<file path="config.mk">
export PLATFORM = sky130hd
export DESIGN_NAME = reg_serial_reader
export DESIGN_NICKNAME = d
export VERILOG_FILES = /design/src/rtl/reg_serial_reader_pkg.sv /design/src/rtl/reg_shift_out.sv /design/src/rtl/reg_serial_reader.sv
export SDC_FILE = /design/constraint.sdc
export NUM_CORES = 1
export LEC_CHECK = 0
export CAP_MARGIN = 20
export CORE_MARGIN = 8
export CORE_UTILIZATION = 50
export CTS_CLUSTER_SIZE = 8
export DETAILED_ROUTE_END_ITERATION = 10
export DONT_BUFFER_PORTS = 1
export SYNTH_ARGS = -nofsm -noshare
export SYNTH_HDL_FRONTEND = slang
export SYNTH_SLANG_ARGS = --single-unit
</file>
<file path="constraint.sdc">
create_clock -name clk -period 1.5 [get_ports clk]
set_input_delay 0.15 -clock clk [delete_from_list [all_inputs] [get_ports clk]]
set_output_delay 0.15 -clock clk [all_outputs]
set_load 0.005 [all_outputs]
</file>
<file path="src/rtl/reg_serial_reader_pkg.sv">
// Package: reg_serial_reader_pkg
// Shared types for the register serial reader.
//   rsr_state_t : transfer FSM state encoding (IDLE, SHIFT, PARITY, DONE).
package reg_serial_reader_pkg;

  typedef enum logic [1:0] {
    IDLE   = 2'd0,
    SHIFT  = 2'd1,
    PARITY = 2'd2,
    DONE   = 2'd3
  } rsr_state_t;

endpackage

</file>
<file path="src/rtl/reg_shift_out.sv">
// Module: reg_shift_out
// Loadable shift register that presents one bit at a time, with zero fill.
// Parameters:
//   WIDTH     : register width in bits (>= 2)
//   MSB_FIRST : 1 shifts toward the MSB end and presents sr[WIDTH-1];
//               0 shifts toward the LSB end and presents sr[0]
// Ports:
//   clk       in   clock
//   rst       in   synchronous active-high reset, clears the register
//   load      in   capture load_data (takes priority over shift_en)
//   shift_en  in   shift one place
//   load_data in   parallel value to capture
//   bit_out   out  current output bit
module reg_shift_out #(
  parameter int unsigned WIDTH     = 8,
  parameter bit          MSB_FIRST = 1'b1
) (
  input  logic             clk,
  input  logic             rst,
  input  logic             load,
  input  logic             shift_en,
  input  logic [WIDTH-1:0] load_data,
  output logic             bit_out
);

  logic [WIDTH-1:0] sr_q;
  logic [WIDTH-1:0] sr_d;

  always_comb begin
    sr_d = sr_q;
    if (load) begin
      sr_d = load_data;
    end else if (shift_en) begin
      if (MSB_FIRST) begin
        sr_d = {sr_q[WIDTH-2:0], 1'b0};
      end else begin
        sr_d = {1'b0, sr_q[WIDTH-1:1]};
      end
    end
  end

  always_ff @(posedge clk) begin
    if (rst) begin
      sr_q <= '0;
    end else begin
      sr_q <= sr_d;
    end
  end

  assign bit_out = MSB_FIRST ? sr_q[WIDTH-1] : sr_q[0];

endmodule

</file>
<file path="src/rtl/reg_serial_reader.sv">
// Module: reg_serial_reader
// Captures a WIDTH-bit register value on rd_req and streams it out one bit per
// accepted valid/ready beat, then pulses done for one cycle.
// Optional feature: define REG_SERIAL_READER_PARITY_EN to append one even-parity
// beat after the data bits.
// Parameters:
//   WIDTH     : data width in bits (>= 2)
//   MSB_FIRST : 1 sends MSB first, 0 sends LSB first
// Ports:
//   clk       in   clock
//   rst       in   synchronous active-high reset
//   rd_req    in   start a read (sampled only in IDLE)
//   rd_data   in   parallel value, captured on the accepting edge
//   busy      out  transfer in progress
//   ser_out   out  current serial bit
//   ser_valid out  ser_out holds a bit for the consumer
//   ser_ready in   consumer accepts ser_out at posedge when ser_valid=1
//   done      out  one-cycle pulse after the last beat is accepted
module reg_serial_reader
  import reg_serial_reader_pkg::*;
#(
  parameter int unsigned WIDTH     = 8,
  parameter bit          MSB_FIRST = 1'b1
) (
  input  logic             clk,
  input  logic             rst,
  input  logic             rd_req,
  input  logic [WIDTH-1:0] rd_data,
  output logic             busy,
  output logic             ser_out,
  output logic             ser_valid,
  input  logic             ser_ready,
  output logic             done
);

  localparam int unsigned CW = $clog2(WIDTH);
  localparam logic [CW-1:0] CntMax = CW'(WIDTH - 1);

  rsr_state_t    state_q;
  rsr_state_t    state_d;
  logic [CW-1:0] cnt_q;
  logic [CW-1:0] cnt_d;
  logic          load;
  logic          shift_en;
  logic          sr_bit;

  reg_shift_out #(
    .WIDTH    (WIDTH),
    .MSB_FIRST(MSB_FIRST)
  ) u_shift (
    .clk      (clk),
    .rst      (rst),
    .load     (load),
    .shift_en (shift_en),
    .load_data(rd_data),
    .bit_out  (sr_bit)
  );

`ifdef REG_SERIAL_READER_PARITY_EN
  // Even parity of the captured word, sent as the extra beat.
  logic parity_q;

  always_ff @(posedge clk) begin
    if (rst) begin
      parity_q <= 1'b0;
    end else if (load) begin
      parity_q <= ^rd_data;
    end
  end
`endif

  always_comb begin
    state_d   = state_q;
    cnt_d     = cnt_q;
    load      = 1'b0;
    shift_en  = 1'b0;
    busy      = 1'b0;
    ser_valid = 1'b0;
    ser_out   = 1'b0;
    done      = 1'b0;
    case (state_q)
      IDLE: begin
        if (rd_req) begin
          load    = 1'b1;
          cnt_d   = '0;
          state_d = SHIFT;
        end
      end
      SHIFT: begin
        busy      = 1'b1;
        ser_valid = 1'b1;
        ser_out   = sr_bit;
        if (ser_ready) begin
          shift_en = 1'b1;
          // Counter saturates at the last index instead of wrapping.
          if (cnt_q == CntMax) begin
`ifdef REG_SERIAL_READER_PARITY_EN
            state_d = PARITY;
`else
            state_d = DONE;
`endif
          end else begin
            cnt_d = cnt_q + CW'(1);
          end
        end
      end
      PARITY: begin
`ifdef REG_SERIAL_READER_PARITY_EN
        busy      = 1'b1;
        ser_valid = 1'b1;
        ser_out   = parity_q;
        if (ser_ready) begin
          state_d = DONE;
        end
`else
        state_d = IDLE;
`endif
      end
      DONE: begin
        done    = 1'b1;
        state_d = IDLE;
      end
      default: state_d = IDLE;
    endcase
  end

  always_ff @(posedge clk) begin
    if (rst) begin
      state_q <= IDLE;
      cnt_q   <= '0;
    end else begin
      state_q <= state_d;
      cnt_q   <= cnt_d;
    end
  end

endmodule

</file>
# Word level (Yosys, flattened, before mapping)
# Index checks and enable logic that the tools add are counted.
# op_classes
addsub,1
n_mul,0
div,0
n_lt_le_gt_ge,0
eq_ne,8
n_shift,0
muxes,17
bitwise,0
n_reduce_logical,6
# ops
op,count
8-bit 2-to-1 mux,2
3-bit 2-to-1 mux,3
"2-bit inequality test, second input constant",4
1-bit 2-to-1 mux,7
2-bit 2-to-1 mux,3
2-bit case mux with 3 select lines,1
3-bit case mux with 2 select lines,1
"2-bit equality test, second input constant",2
4-bit AND reduction,1
2-bit nonzero test,2
"3-bit by 1-bit adder with 3-bit output, second input constant",1
"3-bit equality test, second input constant",1
3-bit AND reduction,1
"2-bit by 1-bit equality test with 1-bit output, second input constant",1
2-bit zero test,1
2-bit OR reduction,1
# word_totals
reg_bits,13
latch_bits,0
ramBits,0
mem_bits_ro,0
in_bits,12
word_cells,35
n_memories,0

# Longest topological paths before layout
# Gate-level depths: netlist of the first run.
# depth
depth_word,4
mapped_depth,5
depth_no_buf,5

# Modules after synthesis
# A second synthesis of the first run with hierarchy kept.
# hier_totals
hier_cells,58
area_unflattened_um2,619.3
# modules_own_cells
module,instances,cells_each,area_per_inst_um2
reg_shift_out,1,35,369.1
reg_serial_reader,1,23,250.2

# Worst setup path after synthesis of the first run
# No wires, ideal clock.
# synth_path
path_kind,reg-to-reg
from,register cnt_q[0]
to,register cnt_q[1]
setup_time_ns,0.134
arrival_ns,1.147
t_required_ns,1.366
slack_ns,0.219
path_stages_with_launch,6
n_path_buf,0
path_cell_list,dfxtp_1 ha_1 ha_1 and4bb_1 nand3b_1 a21oi_1
# synth_via
elab_chain_cells,4
elab_cells_between_ends,7
# synth_lines
element,line_no,source
from (decl),reg_serial_reader.sv:41,logic [CW-1:0] cnt_q;
from (signal assigned),reg_serial_reader.sv:133,cnt_q <= cnt_d;
3-bit by 1-bit adder with 3-bit output,reg_serial_reader.sv:103,cnt_d = cnt_q + CW'(1);
3-bit 2-to-1 mux,reg_serial_reader.sv:96,if (cnt_q == CntMax) begin
3-bit 2-to-1 mux,reg_serial_reader.sv:93,if (ser_ready) begin
3-bit case mux with 2 select lines,reg_serial_reader.sv:81,case (state_q)
# Several ways; a longest one is shown, not always the timed one. The select of a mux whose other input is x is not followed.
# A chain may end at the register's enable or synchronous reset.

# Final worst setup path of the first run
# Ends and elaborated chain as after synthesis.

==> results of run 1 <==
[how the worst max path moves through the flow]
stage | from | endpoint | slack (ns) | cells after the start
6_report | cnt_q[0] | cnt_q[1] | 0.07 | 5
5_1_grt | cnt_q[0] | cnt_q[1] | 0.02 | 5
4_1_cts | cnt_q[0] | cnt_q[1] | 0.07 | 5
3_5_place_dp | cnt_q[0] | cnt_q[1] | 0.11 | 5
3_3_place_gp | cnt_q[0] | cnt_q[2] | 0.13 | 5
2_1_floorplan | cnt_q[0] | cnt_q[1] | 0.22 | 5
[cell type report]
type | instances | share of cell area (%)
Multi-Input combinational cell | 57 | 52.9
Sequential cell | 13 | 33.8
Timing Repair Buffer | 5 | 5.52
Clock buffer | 4 | 3.41
Tap cell | 15 | 2.44
Inverter | 4 | 1.95
[stage by stage]
step | util, % | std cells | worst slack, ns | hold slack, ns
after global placement | 55.0 | 92 | 0.134 | 0.219
after global routing | 58.5 | 98 | 0.0159 | 0.0364
after floorplan | - | 80 | 0.219 | 0.325
final | 58.5 | 98 | 0.0661 | 0.0330
after detailed placement | 55.0 | 92 | 0.106 | 0.223
after CTS | 58.5 | 98 | 0.0672 | 0.0363
[report_power, final]
part,total (mW),internal [mW],switching (mW)
Combinational,0.0953,0.0485,0.0468
Clock,0.225,0.103,0.121
Sequential,0.378,0.365,0.0123
[metal layers]
layer	track usage, %	part of all wire (%)
met4	6.30	2.0
met5	0	0
met2	16.4	40
met1	15.6	48
met3	3.86	9.5
[critical path, stage by stage, from the launching register on]
cell,delay [ns]
sky130_fd_sc_hd__dfxtp_1,0.35
sky130_fd_sc_hd__ha_1,0.21
sky130_fd_sc_hd__ha_1,0.21
sky130_fd_sc_hd__and4bb_1,0.34
sky130_fd_sc_hd__nand3b_1,0.13
sky130_fd_sc_hd__a21oi_1,0.07
[state kept, by name, indices dropped and copies added, names as in the netlist]
register      count
cnt_q             3
state_q           2
u_shift.sr_q      8
[synth_stat cells (3+ instances only)]
cell	number	share of area [%]
sky130_fd_sc_hd__nor2_1	3	1.6
sky130_fd_sc_hd__nand2b_1	4	3.5
sky130_fd_sc_hd__a211oi_1	3	3.1
sky130_fd_sc_hd__inv_1	4	2.1
sky130_fd_sc_hd__nand3b_1	5	5.2
sky130_fd_sc_hd__o22ai_1	3	2.6
sky130_fd_sc_hd__nor2b_1	5	4.4
sky130_fd_sc_hd__clkbuf_1	3	1.6
sky130_fd_sc_hd__a21oi_1	3	2.1
sky130_fd_sc_hd__o21ai_0	4	2.8
sky130_fd_sc_hd__dfxtp_1	13	36
sky130_fd_sc_hd__nand2_1	3	1.6
[kinds of logic after synthesis]
logic type	after synthesis	synth area share [%]
fa+ha+maj	2	3.48
flops	13	36.2
simple gates	31	30.0
compound gates	23	22.0
buf+inv	10	6.97
mux	1	1.39
[what timing repair did]
| action | 4_1_cts | 5_1_grt |
|---|---|---|
| resized for setup | 0 | 0 |
| hold buffers | 2 | 0 |
| setup endpoints to repair | 0 | 0 |
| endpoints found under the hold margin | 10 | 0 |
==> flow_summary_export.csv, run 1 <==
group,metric,value,unit
layout,num-nets-final,98,
place,place.port_buffers,0,
routing,detail_route.first_pass.iterations,4,
layout,multiInputGateArea,408,um^2
run_status,status,"finished, final reports clean",
layout,area.sequential,260,um^2
setup_path,worst_flop_to_flop_path_endpoint,"cnt_q[1]",
min_path,min_delay_worst_endpoint,"cnt_q[0]",
die,die_h,53.9,um
routing,drc,0,
cts,clk_transition_reported_paths,0.08,ns
min_path,hold-path-cell-count,2,
layout,fillCellCount,116,
layout,drive_above_1_share,13.3,%
cts,clk_latency,0.28,ns
timing,finalHoldViolations,0,
setup_path,crit_required,1.66,ns
routing,route.vias.total,584,
flow_run,drv.max_cap_violation_count,0,
cts,cts_setup_buffers,0,
synthesis,post_synth.cell_area_avg,8.98,um^2
setup_path,worstPathMaxFanout,4,
setup_path,worst-r2r-setup-slack,0.07,ns
layout,areaGrowthSynthToFinish,7.32,%
power,cell_pwr_density,905,nW/um^2
timing,setup_violations,0,
setup_path,regToRegStartpoint,"cnt_q[0]",
timing,timing.final.crit_share,95.6,%
synthesis,syn_area,718,um^2
min_path,hold_path.startpoint,"rst",
timing,tns,0,ns
synthesis,synth.net_count,94,
synthesis,ys.flop_type,"sky130_fd_sc_hd__dfxtp_1",
setup_path,endpoint_kind,"flip-flop",
place,dp_hpwl,1120,um
setup_path,criticalPathCategory,"reg2reg",
power,totalPowerFinal,0.698,mW
timing,skew,0.00321,ns
timing,post-route-min-period,1.43,ns
synthesis,post_synth_num_cell_types,33,
routing,postRouteWirelength,1640,um
place,gpl.final_weighted_congestion,0.746,
die,num_rows,13,
global_routing,antenna_violations_before_repair,0,
timing,timing.max_slew.rel_slack,72.7,%
layout,finish.instance_area,771,um^2
cts,htreeDepth,1,
global_routing,grt_start_max_net_pins,12,
die,floorplan.initialDensity,54.5,%
layout,antenna_cells,0,
timing,fmax,697,MHz
place,placed_area,724,um^2
timing,worst_pin_slew,0.408,ns
synthesis,ys_seq_elements,13,
synthesis,post_synth_inst_count,80,
synthesis,asyncSetResetFlopFracSynth,0,%
routing,post_drt_antenna_nets,0,
cts,cts-buffers-inserted,3,
min_path,timing.hold.worst.class,"in2reg",
global_routing,first_pass_grt_wire_length,2480,um
setup_path,worstRegToRegCells,5,
routing,post_drt_via_cell_ratio,5.96,
setup_path,arrival,1.59,ns
cts,cts_sinks,13,
layout,layout.cells.most_common,"sky130_fd_sc_hd__dfxtp_1",
cts,clock_path_buffers,2,
timing,timing.final.max_slew_violations,0,
cts,clk_root_buffer_cell,"sky130_fd_sc_hd__clkbuf_4",
synthesis,ys_warn_count,0,
power,max-vdd-ir-drop,0.469,mV
setup_path,setup.worst_path.start_class,"flip-flop",
global_routing,vias_in_the_first_global_route,525,
die,boundaryPins,16,
die,design.die.area,2910,um^2
die,design.core.area,1320,um^2
global_routing,grt_remaining_overflow,0,
synthesis,synth-edff-count,0,
global_routing,track_usage,11.8,%
routing,drt_first_iter_violations,23,
power,leakagePower,0.299,nW
layout,final_cell_mix,"sky130_fd_sc_hd__dfxtp_1 (13), sky130_fd_sc_hd__nor2b_1 (5), sky130_fd_sc_hd__nand3b_1 (5)",
die,fp.dieW,53.9,um
synthesis,seq_total_area_yosys,36.2,%
cts,clock_tree_from_tritoncts,"done",
timing,rsz0062_at_grt,"no",
routing,routedWlPerCell,16.7,um
No activity file was read; power rests on OpenSTA's default activity.
==> inputs of run 2 (changes only) <==
--- a/config.mk
+++ b/config.mk
@@ -11,6 +11,7 @@
 export CTS_CLUSTER_SIZE = 8
 export DETAILED_ROUTE_END_ITERATION = 10
 export DONT_BUFFER_PORTS = 1
+export HOLD_SLACK_MARGIN = 0.06
 export SYNTH_ARGS = -nofsm -noshare
 export SYNTH_HDL_FRONTEND = slang
 export SYNTH_SLANG_ARGS = --single-unit
==> run 2 against run 1 <==
Sequential share of layout area decreased by 0.85 points. Final cell count increased by 2.0%. Worst hold slack improved by 0.033 ns. Highest routed layer unchanged. Fmax decreased by 0.36%.
==> flow_summary_export.csv, run 2 (same netlist as run 1, synthesis figures left out) <==
group,metric,value,unit
run_status,status,"finished, final reports clean",
setup_path,worstRegToRegCells,5,
timing,worst_pin_slew,0.471,ns
routing,post_drt_via_cell_ratio,5.97,
global_routing,grt_remaining_overflow,0,
timing,timing.final.max_slew_violations,0,
die,fp.dieW,53.9,um
place,place.detailed.instances,92,
setup_path,endpoint_kind,"flip-flop",
layout,finish.instance_area,791,um^2
setup_path,worstPathMaxFanout,4,
min_path,timing.hold.worst.class,"in2reg",
power,max-vdd-ir-drop,0.465,mV
die,num_rows,13,
cts,cts-buffers-inserted,3,
setup_path,setup.worst_path.start_class,"flip-flop",
place,dp_hpwl,1120,um
setup_path,worst_flop_to_flop_path_endpoint,"cnt_q[1]",
routing,route.vias.total,597,
flow_run,drv.max_cap_violation_count,0,
timing,timing.max_slew.rel_slack,68.5,%
timing,setup_violations,0,
cts,clk_latency,0.28,ns
die,floorplan.initialDensity,54.5,%
timing,fmax,695,MHz
die,die_h,53.9,um
die,boundaryPins,16,
routing,postRouteWirelength,1620,um
min_path,hold-path-cell-count,2,
power,totalPowerFinal,0.702,mW
layout,drive_above_1_share,12.9,%
global_routing,vias_in_the_first_global_route,545,
routing,drc,0,
setup_path,worst-r2r-setup-slack,0.06,ns
layout,multiInputGateArea,408,um^2
die,design.core.area,1320,um^2
min_path,min_delay_worst_endpoint,"state_q[0]",
cts,cts_sinks,13,
layout,areaGrowthSynthToFinish,10.1,%
layout,layout.cells.most_common,"sky130_fd_sc_hd__dfxtp_1",
setup_path,crit_path_max_incr_delay,0.35,ns
power,cell_pwr_density,888,nW/um^2
timing,timing.final.ws_setup,0.0608,ns
place,placed_area,724,um^2
global_routing,track_usage,11.5,%
routing,routedWlPerCell,16.2,um
layout,area.sequential,260,um^2
layout,largest_register_ff_count,8,
cts,clock_path_buffers,2,
global_routing,antenna_violations_before_repair,0,
timing,timing.final.crit_share,95.9,%
timing,rsz0062_at_grt,"no",
setup_path,critical-path-top-cell-by-count,"sky130_fd_sc_hd__ha_1",
timing,skew,0.00321,ns
setup_path,regToRegStartpoint,"cnt_q[0]",
timing,tns,0,ns
cts,htreeDepth,1,
layout,num-nets-final,100,
power,leakagePower,0.308,nW
global_routing,grt_start_max_net_pins,14,
layout,top_register,"u_shift.sr_q",
setup_path,crit_required,1.65,ns
routing,detail_route.first_pass.iterations,4,
setup_path,criticalPathCategory,"reg2reg",
cts,clk_transition_reported_paths,0.08,ns
layout,antenna_cells,0,
min_path,hold_path.startpoint,"rd_req",
layout,final_cell_mix,"sky130_fd_sc_hd__dfxtp_1 (13), sky130_fd_sc_hd__nor2b_1 (5), sky130_fd_sc_hd__nand3b_1 (5)",
place,gpl.final_weighted_congestion,0.746,
timing,finalHoldViolations,0,
cts,clk_root_buffer_cell,"sky130_fd_sc_hd__clkbuf_4",
layout,largestRegisters,"u_shift.sr_q x8, cnt_q x3, state_q x2",
die,design.die.area,2910,um^2
place,dp_slack,0.106,ns
layout,number_of_standard_cells_in_the_layout_taps_in_and_fillers_out,100,
setup_path,critical_path.cell_chain,"ha_1, ha_1, and4bb_1, nand3b_1, a21oi_1",
global_routing,first_pass_grt_wire_length,2450,um
setup_path,arrival,1.59,ns
routing,drt_first_iter_violations,15,
setup_path,cpMaxStageDelayCell,"sky130_fd_sc_hd__dfxtp_1",
cts,clock_tree_from_tritoncts,"done",
timing,post-route-min-period,1.44,ns
layout,fillCellCount,116,
place,place.port_buffers,0,
routing,post_drt_antenna_nets,0,
## run 2: final cells by class
class	instances	area share (%)
Clock buffer	4	3.32
Sequential cell	13	32.9
Inverter	4	1.90
Tap cell	15	2.37
Timing Repair Buffer	7	7.91
Multi-Input combinational cell	57	51.6
## run 2: worst max-delay path by stage
stage	endpoint	cells past startpoint	startpoint	slack (ns)
global placement	cnt_q[2]	5	cnt_q[0]	0.13
CTS	cnt_q[1]	5	cnt_q[0]	0.06
detailed placement	cnt_q[1]	5	cnt_q[0]	0.11
global route	cnt_q[1]	5	cnt_q[0]	0.01
finish	cnt_q[1]	5	cnt_q[0]	0.06
floorplan	cnt_q[1]	5	cnt_q[0]	0.22
## run 2: per-layer routing
metal	vias up	part of all wire (%)	GRT usage (%)	wire length, um
met3	5	9.5	3.86	153
met4	0	2.0	6.30	32
met5	-	0	0	0
met1	274	47	14.4	766
li1	297	-	-	-
met2	21	41	16.8	666
## run 2: critical path: cells and delay by family (launching register included)
family / cells / cell delay [ns]
AO/OA/AOI/OAI: 1 / 0.07
AND/OR/NAND/NOR: 2 / 0.48
flip-flops: 1 / 0.35
adder cells (fa/ha/maj): 2 / 0.42
## run 2: where the power goes
part | leakage [nW] | internal (mW) | total (mW) | switching (mW)
clock | 0.0150 | 0.103 | 0.224 | 0.121
sequential | 0.107 | 0.366 | 0.378 | 0.0124
combinational | 0.186 | 0.0518 | 0.100 | 0.0484
## run 2: per-stage QoR
stage               hold WS, ns  utilization (%)
floorplan                 0.325                -
global placement          0.219             55.0
detailed placement        0.223             55.0
CTS                      0.0667             60.0
global route             0.0637             60.0
finish                   0.0658             60.0
## run 2: what timing repair did
action,4_1_cts,5_1_grt
gates resized for setup,0,0
hold endpoints to repair,12,0
buffers inserted,0,0
hold buffers,4,0
setup endpoints to repair,0,0
